## src/rtl/coin_collector.sv

```systemverilog
// Coin collector front-end for a vending machine: counts coins, issues items, refunds.
// Optional COIN_TIMEOUT_EN: refund automatically after TIMEOUT_CYCLES idle cycles in COLLECT.
module coin_collector #(
    parameter logic [7:0] TIMEOUT_CYCLES = 8'd16
) (
    input  logic       clk,
    input  logic       reset,
    input  logic       coinValid,
    input  logic [1:0] coinType,
    input  logic       itemSelValid,
    input  logic [1:0] itemSel,
    input  logic       cancel,
    input  logic [1:0] serviceTypeIn,
    output logic [1:0] coinInNTD_50,
    output logic [1:0] coinInNTD_10,
    output logic [1:0] coinInNTD_5,
    output logic [1:0] coinInNTD_1,
    output logic [1:0] itemTypeIn,
    output logic [1:0] refundNTD_50,
    output logic [1:0] refundNTD_10,
    output logic [1:0] refundNTD_5,
    output logic [1:0] refundNTD_1,
    output logic       refundValid,
    output logic       coinReject,
    output logic [7:0] creditValue,
    output logic       busy
);

    typedef enum logic [1:0] {
        S_IDLE,
        S_COLLECT,
        S_ISSUE,
        S_WAIT
    } state_t;

    localparam logic [1:0] SVC_OFF = 2'b00;
    localparam logic [1:0] SVC_ON  = 2'b01;

    state_t     state;
    logic [1:0] c50, c10, c5, c1;
    logic [1:0] n50, n10, n5, n1;
    logic [1:0] item;
    logic [1:0] sel_cnt;
    logic       collecting;
    logic       timeout;
    logic       abort;
    logic       coin_ok;
    logic       issue_on;

`ifdef COIN_TIMEOUT_EN
    logic [7:0] tcnt;

    assign timeout = (state == S_COLLECT) && !coinValid &&
                     (tcnt == TIMEOUT_CYCLES - 8'd1);

    // Counts idle COLLECT cycles; any coin or leaving COLLECT restarts it.
    always_ff @(posedge clk or negedge reset) begin
        if (!reset) begin
            tcnt <= 8'd0;
        end else if (state == S_COLLECT && !coinValid && !abort) begin
            tcnt <= tcnt + 8'd1;
        end else begin
            tcnt <= 8'd0;
        end
    end
`else
    logic unused_timeout;

    assign unused_timeout = ^TIMEOUT_CYCLES;
    assign timeout = 1'b0;
`endif

    assign collecting = (state == S_IDLE) || (state == S_COLLECT);
    assign abort      = (state == S_COLLECT) && (cancel || timeout);

    always_comb begin
        sel_cnt = c1;
        unique case (coinType)
            2'b00:   sel_cnt = c50;
            2'b01:   sel_cnt = c10;
            2'b10:   sel_cnt = c5;
            default: sel_cnt = c1;
        endcase
    end

    assign coin_ok = coinValid && collecting && !abort && (sel_cnt != 2'd3);

    always_comb begin
        n50 = c50;
        n10 = c10;
        n5  = c5;
        n1  = c1;
        if (coin_ok) begin
            unique case (coinType)
                2'b00:   n50 = c50 + 2'd1;
                2'b01:   n10 = c10 + 2'd1;
                2'b10:   n5  = c5 + 2'd1;
                default: n1  = c1 + 2'd1;
            endcase
        end
    end

    always_ff @(posedge clk or negedge reset) begin
        if (!reset) begin
            state        <= S_IDLE;
            {c50, c10, c5, c1} <= 8'd0;
            item         <= 2'b00;
            refundValid  <= 1'b0;
            coinReject   <= 1'b0;
            {refundNTD_50, refundNTD_10, refundNTD_5, refundNTD_1} <= 8'd0;
        end else begin
            coinReject  <= coinValid && !coin_ok;
            refundValid <= abort;
            {refundNTD_50, refundNTD_10, refundNTD_5, refundNTD_1} <=
                abort ? {c50, c10, c5, c1} : 8'd0;
            unique case (state)
                S_IDLE, S_COLLECT: begin
                    if (abort) begin
                        state <= S_IDLE;
                        {c50, c10, c5, c1} <= 8'd0;
                    end else begin
                        {c50, c10, c5, c1} <= {n50, n10, n5, n1};
                        if (itemSelValid && itemSel != 2'b00) begin
                            state <= S_ISSUE;
                            item  <= itemSel;
                        end else if (coinValid) begin
                            state <= S_COLLECT;
                        end
                    end
                end
                S_ISSUE: begin
                    if (serviceTypeIn == SVC_ON) begin
                        state <= S_WAIT;
                        {c50, c10, c5, c1} <= 8'd0;
                        item  <= 2'b00;
                    end
                end
                S_WAIT: begin
                    if (serviceTypeIn == SVC_OFF) begin
                        state <= S_IDLE;
                    end
                end
                default: state <= S_IDLE;
            endcase
        end
    end

    // Downstream sees the transaction only while the machine reports ON.
    assign issue_on     = (state == S_ISSUE) && (serviceTypeIn == SVC_ON);
    assign coinInNTD_50 = issue_on ? c50 : 2'd0;
    assign coinInNTD_10 = issue_on ? c10 : 2'd0;
    assign coinInNTD_5  = issue_on ? c5 : 2'd0;
    assign coinInNTD_1  = issue_on ? c1 : 2'd0;
    assign itemTypeIn   = issue_on ? item : 2'd0;

    assign creditValue = ({6'd0, c50} * 8'd50) + ({6'd0, c10} * 8'd10) +
                         ({6'd0, c5} * 8'd5) + {6'd0, c1};
    assign busy = (state == S_ISSUE) || (state == S_WAIT);

endmodule

```

## config.mk

```make
export PLATFORM = sky130hd
export DESIGN_NAME = coin_collector
export DESIGN_NICKNAME = d
export VERILOG_FILES = /design/src/rtl/coin_collector.sv
export SDC_FILE = /design/constraint.sdc
export NUM_CORES = 1
export LEC_CHECK = 0
export CELL_PAD_IN_SITES_DETAIL_PLACEMENT = 1
export CELL_PAD_IN_SITES_GLOBAL_PLACEMENT = 2
export CORE_MARGIN = 2
export CORE_UTILIZATION = 29
export DETAILED_ROUTE_END_ITERATION = 12
export GPL_TIMING_DRIVEN = 0
export HOLD_SLACK_MARGIN = 0.12
export PLACE_DENSITY = 0.79
export REMOVE_ABC_BUFFERS = 1
export SKIP_CTS_REPAIR_TIMING = 1
export SLEW_MARGIN = 20
export SYNTH_ARGS = -nofsm -noshare
export SYNTH_HDL_FRONTEND = slang
export SYNTH_SLANG_ARGS = --single-unit
```

## constraint.sdc

```tcl
create_clock -name clk -period 3.1 [get_ports clk]
set_input_delay 0.62 -clock clk [delete_from_list [all_inputs] [get_ports clk]]
set_output_delay 0.62 -clock clk [all_outputs]
set_load 0.01 [all_outputs]
```

# == Yosys cells after proc, flatten, opt, wreduce, memory -nomap -nowiden ==
# Cells that the tools add are included.
# word_totals
romBits,0
output_inout_bits,29
input_bits,11
mem_bits_rw,0
memories,0
word_cells,96
latchBits,0
register_bits,22
# op_classes
reduce_logical,24
addsub,7
shifts,0
div_mod_pow,0
magnitude_cmp,0
eq_ne,17
n_mux,33
bitwise,0
mul,3
# ops
operator,n
$mux 2,25
$pmux 2 s2,5
$reduce_and 4->1,5
$pmux 2 s3,2
$mul 2x3->5 const B,2
$ne 2x2->1 const B,5
$ne 3x2->1 const B,3
$add 2x1->2 const B,4
$add 8x2->8,1
$add 8x5->8,1
$add 8x6->8,1
$mux 8,1
$logic_and 1x1->1,7
$mul 2x5->7 const B,1
$eq 2x1->1 const B,3
$eq 2x2->1 const B,3
$logic_not 2->1,3
$ne 3x3->1 const B,2
$ne 4x4->1 const B,1
$reduce_bool 2->1,2
$reduce_and 3->1,1
$reduce_or 3->1,1
$logic_not 1->1,2
$logic_or 1x1->1,2
$reduce_or 2->1,1

# == Logic depth before layout (Yosys ltp) ==
# depth
ltp_word,8
depth_mapped,9
ltp_nobuf,9

# == Worst setup path after synthesis ==
# OpenSTA, ideal clock, no wires.
# synth_path
path_kind,reg2out
startpoint,register c5[0]
endpoint,output port creditValue[7]
path_stages_with_launch,10
required_ns,2.480
arrival_time_ns,2.379
path_buffers,0
path_slack_ns,0.101
path_cell_list,dfrtp_1 ha_1 inv_1 fa_1 inv_1 ha_1 o21ai_0 a221oi_1 o31ai_1 xnor2_1
# synth_between
elab_chain_cells,3
# synth_lines
item,line,text
from (decl),40,"logic [1:0] c50, c10, c5, c1;"
from (signal assigned),122,"{c50, c10, c5, c1} <= {n50, n10, n5, n1};"
$mul 2x3->5,157,"({6'd0, c5} * 8'd5) + {6'd0, c1};"
$add 8x5->8,156,"assign creditValue = ({6'd0, c50} * 8'd50) + ({6'd0, c10} * 8'd10) +"
$add 8x2->8,157,
to (decl),25,"output logic [7:0] creditValue,"
# Every way passes these cells.

# == Worst setup path after layout ==
# layout_path
startpoint,register c5[1]
endpoint,output port creditValue[5]
# The elaborated chain is that of the path after synthesis.

==> results_dict.tcl <==
set metrics [dict create \
    ys_seq_area_share_pct 37.1 \
    gp_congestion 0.840 \
    tightestPinTransition_ps 520 \
    place_ws_ps -627 \
    avgSynthCellArea_um2 9.57 \
    fillers 589 \
    clock_path_buffers 2 \
    root_buffer "clkbuf_8" \
    grt_pass1_wl_um 6110 \
    ios 40 \
    required_ps 2480 \
    synth_area_um2 1480 \
    synthToLayoutAreaGrowth_pct 47.7 \
    port_buffers 39 \
    htree_levels 1 \
    rows 26 \
    syn_inst 155 \
    drtPass1Iterations 4 \
    grt_use_total_pct 13.8 \
    fin_worst_skew_ps 2.08 \
    cts_tree "yes" \
    ys_warn_count 0 \
    post-route-drc-count 0 \
    grt_max_degree 23 \
    coreArea_um2 5010 \
    use_met3_pct 2.38 \
    antenna_found_initial 0 \
    arrival_ps 2820 \
    worstSkewPairLatency_ps 270 \
    cp-start-kind "flop" \
    start_util_pct 29.6 \
    maxCapViolCount 0 \
    hold_class "primary input to async pin" \
    r2r_cells 4 \
    ys_seq_elements 22 \
    violations "negative setup slack" \
    clkTransAtPathRegs_ps 90 \
    busiest_layer "met2" \
    finalCriticalPeriod_ps 3440 \
    die_w_um 75.5 \
    slew_viol_final 0 \
    yosysUniqueCellTypes 38 \
    dieArea_um2 5700 \
    place_hpwl_um 2860 \
    grt_overflow 0 \
    vias 1304 \
    rsz0062_at_grt "yes" \
    wl_per_cell_um 14.7 \
    relSlewSlack_pct 65.3 \
    setup.worst_path.end_class "primary output" \
    grt_pass1_vias 1339 \
    avgViaCountPerCell 4.74 \
    critPathMaxFanout 5 \
    drive_above_1_share_pct 27.3 \
    period_share_pct 111 \
    cts.sinks 22 \
    numCtsBuffers 3 \
    grt_util_met1_pct 17.6 \
    setup_viol 5 \
    finalWirelength_um 4050 \
    run_status "complete, but fails checks" \
    p_per_area_nw_per_um2 1190 \
    diodes 0 \
    path_class "flop to primary output" \
    die_height_um 75.5 \
    drtIter0Drc 37 \
    fin_ws_ps -341 \
    fmax_mhz 291 \
    fin_setup_tns_ps -849 \
    final-hold-violation-count 0 \
    grtUsageMet2_pct 24.8 \
    ant_nets 0 \
    ir_worst_vdd_mv 0.428 \
    num-nets-final 232 \
    leakage_nw 0.971 \
]
==> kinds of logic (layout without fill, tap and decap cells) <==
| family | count (synthesis) | after routing | share of synthesized area (%) |
|---|---|---|---|
| AOI/OAI and AO/OA | 36 | 36 | 17.4 |
| muxes | 4 | 4 | 3.04 |
| xor gates and xnor gates | 6 | 6 | 3.54 |
| and+or+nand+nor | 48 | 48 | 18.3 |
| DFF | 22 | 22 | 37.1 |
| adders and majority gates | 15 | 15 | 14.2 |
| buffers and inverters | 24 | 74 | 6.41 |
==> critical path, cell delays in order (launching register included) <==
cell	delay [ps]
dfrtp_2	450
ha_4	270
inv_1	40
fa_1	490
inv_2	40
ha_1	260
nand3b_1	130
a221oi_2	370
buf_4	180
nor2_2	40
xnor2_1	140
buf_2	150
==> cell type report <==
cell class                 count  area, µm²  area share, %
timing repair buffer          51        457           20.9
clock buffer                   3       41.3           1.89
multi-input combinational    109        946           43.2
sequential                    22        557           25.4
tap                           70       87.6           4.00
inverter                      19       71.3           3.26
clock inverter                 1       30.0           1.37
==> worst paths after layout <==
path | to | slack (ps) | from
max | creditValue[5] | -340 | c5[1]$_DFFE_PN0P_
min | refundNTD_1[0]$_DFF_PN0_ | 310 | reset
max reg2reg | c50[0]$_DFFE_PN0P_ | 1430 | c50[1]$_DFFE_PN0P_
min reg2reg | item[1]$_DFFE_PN0P_ | 560 | item[1]$_DFFE_PN0P_
max in group asynchronous | c5[1]$_DFFE_PN0P_ | 2410 | reset
min in group clk | item[1]$_DFFE_PN0P_ | 560 | item[1]$_DFFE_PN0P_
==> where the power goes <==
group | switching, mW | internal [mW] | leakage (nW)
Sequential | 0.141 | 0.381 | 0.282
Combinational | 0.878 | 0.920 | 0.653
Clock | 0.104 | 0.173 | 0.0357
Total | 1.12 | 1.47 | 0.971
==> through the flow <==
stage                     hold WS (ps)  instance area (µm²)  utilization (%)  std cells  power, mW
final                              314                 2190             43.7        275       2.60
after global routing               357                 2190             43.7        275       2.81
after CTS                          563                 2010             40.1        263       2.29
after detailed placement           547                 1940             38.7        259       2.00
after global placement             525                 1940             38.7        259       1.95
after floorplan                    324                 1460                -        150       1.35
==> placed cells by master (no fill, tap or decap), drive strengths merged, types with 5 or more instances in the layout <==
master	instances
a21oi	9
and2	21
ha	12
inv	19
nand2	7
nor2	9
o21ai	9
dfrtp	22
xnor2	5
clkdlybuf4s50	32
buf	17
==> cells in the mapped netlist <==
master | number | share of area [%]
inv_2 | 1 | 0.25
a2111oi_0 | 1 | 0.59
nand2_2 | 1 | 0.42
ha_1 | 12 | 10
o31ai_1 | 4 | 2.0
a31oi_1 | 2 | 0.84
a21o_2 | 1 | 0.59
and2_1 | 21 | 8.9
nand3b_1 | 2 | 1.0
mux2_1 | 1 | 0.76
and3b_1 | 1 | 0.59
xnor2_1 | 5 | 3.0
fa_1 | 3 | 4.1
a21oi_1 | 9 | 3.0
clkbuf_2 | 1 | 0.34
a32oi_1 | 1 | 0.59
a2111oi_2 | 3 | 3.0
o21ai_0 | 7 | 2.4
o21ai_1 | 1 | 0.34
o21ai_2 | 1 | 0.59
nor3_1 | 1 | 0.34
buf_4 | 1 | 0.51
nand2b_1 | 4 | 1.7
clkbuf_1 | 3 | 0.76
or2_2 | 1 | 0.42
o21a_1 | 1 | 0.51
a21o_1 | 1 | 0.51
and4bb_2 | 1 | 0.84
xor2_1 | 1 | 0.59
mux2_2 | 3 | 2.3
dfrtp_1 | 22 | 37
nand2_1 | 6 | 1.5
inv_1 | 18 | 4.6
nor2_1 | 9 | 2.3
a22o_1 | 2 | 1.2
o311ai_0 | 1 | 0.59
a221oi_1 | 1 | 0.59
nand3_1 | 1 | 0.34
==> metal layers <==
metal | vias up | share of wire, %
met1 | 647 | 45
met5 | - | 0
met4 | 0 | 0.49
met2 | 25 | 52
met3 | 2 | 2.2
li1 | 630 | -
Note: power is estimated with default switching activity, not from simulation.
==> variant 1, RTL diff (same flow settings) <==
Encoding of `state_t`: now one-hot (4 bits for 4 states).
--- a/src/rtl/coin_collector.sv
+++ b/src/rtl/coin_collector.sv
@@ -26,11 +26,11 @@
     output logic       busy
 );
 
-    typedef enum logic [1:0] {
-        S_IDLE,
-        S_COLLECT,
-        S_ISSUE,
-        S_WAIT
+    typedef enum logic [3:0] {
+        S_IDLE    = 4'b0001,
+        S_COLLECT = 4'b0010,
+        S_ISSUE   = 4'b0100,
+        S_WAIT    = 4'b1000
     } state_t;
 
     localparam logic [1:0] SVC_OFF = 2'b00;
Function: same outputs for any inputs over 4 cycles, from zero or initial values and one cycle with reset low; so few cycles prove little.
==> variant 1 against the unedited design <==
The run still ends with setup timing left; combinational power is 5% lower; total power is 2.3% lower; hold slack better by 0.010 ns; clock skew hardly changed; synthesized area is 11% higher; sequential cell count is 2 higher; design area is 8.7% higher; wire length is 0.44% higher; worst setup slack better by 0.016 ns; first-iteration DRC count is 57% lower; synthesized cell count is 10% higher; non-clock buffer count is 3 higher; clock power is 3% lower; critical path type unchanged; critical endpoint is now creditValue[7]; largest power group unchanged.
==> variant 1: results (changes against the unedited design) <==
\begin{tabular}{lr}
\hline
Metric & Value \\
\hline
\multicolumn{2}{l}{\textbf{Placement}} \\
\quad Number of placed cells counting well taps & 277 (+6.9\%) \\
\quad Worst setup slack before clock tree synthesis & -0.655 ns (-0.0287 ns) \\
\quad HPWL Detailed & 2970 um (+3.9\%) \\
\quad Final estimated routing congestion in global placement & 0.757 (-9.9\%) \\
\multicolumn{2}{l}{\textbf{Worst setup path}} \\
\quad Critical path arrival & 2.81 ns (about the same) \\
\quad R2R setup slack & 0.97 ns (-0.46 ns) \\
\quad CP Max Fanout & 3 (-2) \\
\multicolumn{2}{l}{\textbf{Logic synthesis}} \\
\quad List of most frequent post-synthesis cells & dfrtp\_1 (23), and2\_1 (19), inv\_1 (18) \\
\quad Post-synthesis xor/xnor area fraction & 3.74\% (+0.20 points) \\
\quad Sequential element share of the synthesized area & 36.7\% (-0.41 points) \\
\quad Adder-cell share of the synthesized area & 12.8\% (-1.4 points) \\
\quad Compound-gate portion of the synthesized area & 15.5\% (-1.9 points) \\
\quad Synth Instances & 171 (+10\%) \\
\quad Top area cells in the synthesized netlist & dfrtp\_1 (35\%), ha\_1 (9.2\%), and2\_1 (7.3\%) \\
\quad Library cells used by synthesis & 48 (+26\%) \\
\multicolumn{2}{l}{\textbf{STA}} \\
\quad Post-route worst setup slack & -0.326 ns (+0.0156 ns) \\
\quad Sum Neg Setup Slack & -0.960 ns (-0.111 ns) \\
\quad Worst-case hold slack & 0.324 ns (+0.0101 ns) \\
\quad Final number of setup-violating endpoints & 5 (unchanged) \\
\multicolumn{2}{l}{\textbf{Power and ir drop}} \\
\quad Switch share & 41.2\% (-2.0 points) \\
\quad Lkg Pwr & 1.07 nW (+9.8\%) \\
\quad VDD IR max & 0.690 mV (+61\%) \\
\multicolumn{2}{l}{\textbf{Final layout}} \\
\quad Net count of the finished layout & 250 (+7.8\%) \\
\quad Layout cells sized above 1 & 26.9\% (-0.41 points) \\
\quad Number of filler instances in the final layout & 644 (+9.3\%) \\
\quad Final cell count without fillers & 295 (+7.3\%) \\
\multicolumn{2}{l}{\textbf{Status}} \\
\quad Failing checks & setup timing \\
\quad Status & finished, violations left \\
\multicolumn{2}{l}{\textbf{Routing}} \\
\quad Initial detailed-routing violation count & 16 (-57\%) \\
\quad Via density per instance & 4.72 (-0.56\%) \\
\quad Detailed-route wire length & 4070 um (+0.44\%) \\
\multicolumn{2}{l}{\textbf{Global route}} \\
\quad Number of global-route vias before repair & 1384 (+3.4\%) \\
\quad First-pass GRT wire length & 6570 um (+7.6\%) \\
\quad Maximum number of pins on one net before global-route repair & 25 (+8.7\%) \\
\quad Overall Global Routing Usage & 13.3\% (-0.51 points) \\
\hline
\end{tabular}
-- variant 1: changes by cell type in the layout (fill, tap and decap cells not counted), moves of 3 or more --
| cell | change |
|---|---|
| a2111oi_2 | -3 |
| nand4b_1 | +3 |
| o31ai_1 | -3 |
| o21ai_2 | -3 |
| nor2_1 | +6 |
| dfrtp_2 | +3 |
| nor3_1 | +4 |
-- variant 1: layout make-up --
cell class | count | area [um2] | area share, %
Multi-Input combinational cell | 123 | 1040 | 43.6
Sequential cell | 24 | 612 | 25.7
Timing Repair Buffer | 54 | 502 | 21.1
Tap cell | 72 | 90.1 | 3.79
Inverter | 18 | 67.6 | 2.84
Clock buffer | 3 | 41.3 | 1.74
Clock inverter | 1 | 30.0 | 1.26
-- variant 1: worst paths after layout --
path | end | startpoint | cells after the start
worst min register to register | item[1] | item[1] | 2
worst max register to register | c10[0] | state[1] | 6
min in group clk | item[1] | item[1] | 2
worst min-delay path | refundNTD_50[1] | reset | 1
max in group asynchronous | c50[1] | reset | 1
worst max-delay path | creditValue[7] | c1[1] | 11
-- variant 1: logic make-up after synthesis --
| logic type | after synthesis |
|---|---|
| AND/OR/NAND/NOR | 63 |
| multiplexers | 3 |
| AO/OA/AOI/OAI | 35 |
| flip-flops | 24 |
| adder cells (fa/ha/maj) | 15 |
| buffers and inverters | 24 |
| XOR/XNOR | 7 |
-- variant 1: worst max-delay path, delay by kind of cell, from the launching register on --
kind | cells | cell delay, ns
xor+xnor | 1 | 0.14
compound gates | 3 | 0.61
fa+ha+maj | 3 | 0.95
flops | 1 | 0.44
buf+inv | 3 | 0.22
simple gates | 1 | 0.17
-- variant 1: metal layers --
| layer | wire length (um) | vias up | GRT usage, % | share of wire (%) |
|---|---|---|---|---|
| li1 | - | 689 | - | - |
| met1 | 1820 | 672 | 16.5 | 45 |
| met2 | 2080 | 28 | 23.8 | 51 |
| met3 | 146 | 2 | 3.30 | 3.6 |
| met4 | 13 | 0 | 1.55 | 0.32 |
| met5 | 0 | - | 0 | 0 |
-- variant 1: power groups by stage --
| stage | logic (mW) | registers [mW] | clock network (mW) |
|---|---|---|---|
| after detailed placement | 1.46 | 0.574 | 0 |
| final | 1.71 | 0.564 | 0.269 |
| after global routing | 1.90 | 0.582 | 0.298 |
| after global placement | 1.42 | 0.571 | 0 |
| after floorplan | 0.901 | 0.517 | 0 |
| after CTS | 1.47 | 0.568 | 0.278 |
-- variant 1: through the flow --
| stage | util, % | total power [mW] | instance area [um2] |
|---|---|---|---|
| after floorplan | - | 1.42 | 1600 |
| after global placement | 38.0 | 1.99 | 2080 |
| after detailed placement | 38.3 | 2.03 | 2100 |
| after CTS | 39.6 | 2.32 | 2170 |
| after global routing | 43.5 | 2.78 | 2380 |
| final | 43.5 | 2.54 | 2380 |
==> variant 2, RTL diff (same settings) <==
Without the edit above. Add a define of `COIN_TIMEOUT_EN`.
--- a/src/rtl/coin_collector.sv
+++ b/src/rtl/coin_collector.sv
@@ -1,5 +1,7 @@
 // Coin collector front-end for a vending machine: counts coins, issues items, refunds.
 // Optional COIN_TIMEOUT_EN: refund automatically after TIMEOUT_CYCLES idle cycles in COLLECT.
+`define COIN_TIMEOUT_EN
+
 module coin_collector #(
     parameter logic [7:0] TIMEOUT_CYCLES = 8'd16
 ) (
Formal check against the unedited RTL: same outputs for any inputs over 4 cycles, from zero or initial values and one cycle with reset low; that may be too few to reach the edited logic, so the function may still have changed.
==> variant 2 against the unedited design <==
The flow still finishes with violations (setup timing); worst setup slack worse by 0.076 ns; non-clock buffer count is 1 lower; first-iteration DRC count is 19% lower; total power is 16% lower; critical path type unchanged; design area is 19% higher; utilization is 2.9 points lower; critical path depth stayed put; synthesized area is 29% higher; combinational power is 28% lower; sequential cell count is 8 higher; wire length is 20% higher; via count is 26% higher; largest power group unchanged.
==> variant 2: results (changes against the unedited design) <==
\begin{tabular}{lr}
\hline
Metric & Value \\
\hline
\multicolumn{2}{l}{\textbf{Power and ir drop}} \\
\quad Lkg Pwr & 1.18 nW (+21\%) \\
\quad Power in the clock group & 0.295 mW (+6\%) \\
\quad Sequential power share & 27.1\% (+7.0 points) \\
\quad Seq pwr & 0.589 mW (+13\%) \\
\quad VDD IR max & 0.567 mV (+32\%) \\
\multicolumn{2}{l}{\textbf{Global route}} \\
\quad Maximum number of pins on one net before global-route repair & 31 (+35\%) \\
\quad First-pass GRT wire length & 7970 um (+31\%) \\
\quad Number of global-route vias before repair & 1676 (+25\%) \\
\quad Overall Global Routing Usage & 13.6\% (-0.15 points) \\
\multicolumn{2}{l}{\textbf{Final layout}} \\
\quad Signal buf overhead & 17.2\% (-3.7 points) \\
\quad Fraction of area in clock buffers and inverters & 3.02\% (-0.23 points) \\
\quad Proportion of cell area occupied by multi-input gates & 43.5\% (+0.32 points) \\
\quad Number of combinational gates with multiple inputs & 143 (+31\%) \\
\quad Layout cells sized above 1 & 20.1\% (-7.2 points) \\
\quad Number of filler instances in the final layout & 741 (+26\%) \\
\quad Combined flip-flop and latch cell area & 757 um2 (+36\%) \\
\multicolumn{2}{l}{\textbf{STA}} \\
\quad Final number of setup-violating endpoints & 4 (-1) \\
\quad Post-route worst setup slack & -0.418 ns (-0.0764 ns) \\
\quad Final period util & 113\% (+2.5 points) \\
\multicolumn{2}{l}{\textbf{Status}} \\
\quad Failing checks & setup timing \\
\quad Status & finished, violations left \\
\multicolumn{2}{l}{\textbf{Placement}} \\
\quad Final estimated routing congestion in global placement & 0.712 (-15\%) \\
\quad Cell area reported after detailed placement & 2370 um2 (+22\%) \\
\quad HPWL Detailed & 3500 um (+22\%) \\
\multicolumn{2}{l}{\textbf{Clock network}} \\
\quad Clock tree sinks & 30 (+36\%) \\
\quad Number of H-tree branching levels & 2 (+1) \\
\quad Number of buffers created by CTS & 5 (+2) \\
\multicolumn{2}{l}{\textbf{Logic synthesis}} \\
\quad Synth Instances & 202 (+30\%) \\
\quad Library cells used by synthesis & 51 (+34\%) \\
\quad Sequential element share of the synthesized area & 39.1\% (+2.0 points) \\
\quad Top area cells in the synthesized netlist & dfrtp\_1 (39\%), ha\_1 (9.1\%), and2\_1 (4.6\%) \\
\multicolumn{2}{l}{\textbf{Routing}} \\
\quad Routed len/inst & 14.6 um (-0.70\%) \\
\quad Drt pass-1 iters & 5 (+1) \\
\quad DR vias & 1638 (+26\%) \\
\quad Initial detailed-routing violation count & 30 (-19\%) \\
\multicolumn{2}{l}{\textbf{Worst setup path}} \\
\quad Worst Reg-to-Reg Cells & 5 (+1) \\
\hline
\end{tabular}
## variant 2: path summary, 6_finish.rpt
check | slack (ns) | to | startpoint
worst max-delay path | -0.42 | creditValue[6] | c5[0]
worst min-delay path | 0.38 | refundNTD_1[1] | reset
worst max register to register | 0.76 | c50[0] | tcnt[4]
worst min register to register | 0.47 | tcnt[0] | tcnt[0]
max in group asynchronous | 2.22 | c50[1] | reset
min in group clk | 0.47 | tcnt[0] | tcnt[0]
## variant 2: per-layer routing
metal | wire length, um | vias to the layer above | GRT usage, %
met5 | 0 | - | 0
met4 | 23 | 0 | 3.46
met3 | 180 | 2 | 2.63
met2 | 2400 | 35 | 22.9
met1 | 2230 | 806 | 18.0
li1 | - | 795 | -
## variant 2: metrics by stage
stage          setup slack [ns]  TNS (ns)
2_1_floorplan            -0.237    -0.334
3_3_place_gp             -0.925     -3.02
3_5_place_dp             -0.961     -3.25
4_1_cts                   -1.26     -5.40
5_1_grt                  -0.540     -1.56
6_report                 -0.418    -0.992
## variant 2: cell families after synthesis
| logic type | after synthesis | share of synthesized area, % |
|---|---|---|
| AOI/OAI and AO/OA | 36 | 14.0 |
| xor gates and xnor gates | 9 | 4.11 |
| adders and majority gates | 18 | 13.3 |
| buffers and inverters | 29 | 6.26 |
| DFF | 30 | 39.1 |
| muxes | 4 | 2.80 |
| and+or+nand+nor | 76 | 20.4 |
## variant 2: critical path: stages, from the launching register on
cell and delay [ns]:
dfrtp_2 0.45, ha_4 0.27, inv_2 0.03, fa_1 0.49, inv_2 0.05, ha_4 0.21, nor2b_4 0.12, o21ai_2 0.18
a21boi_2 0.10, or4_4 0.49, o2111ai_2 0.07, buf_2 0.15
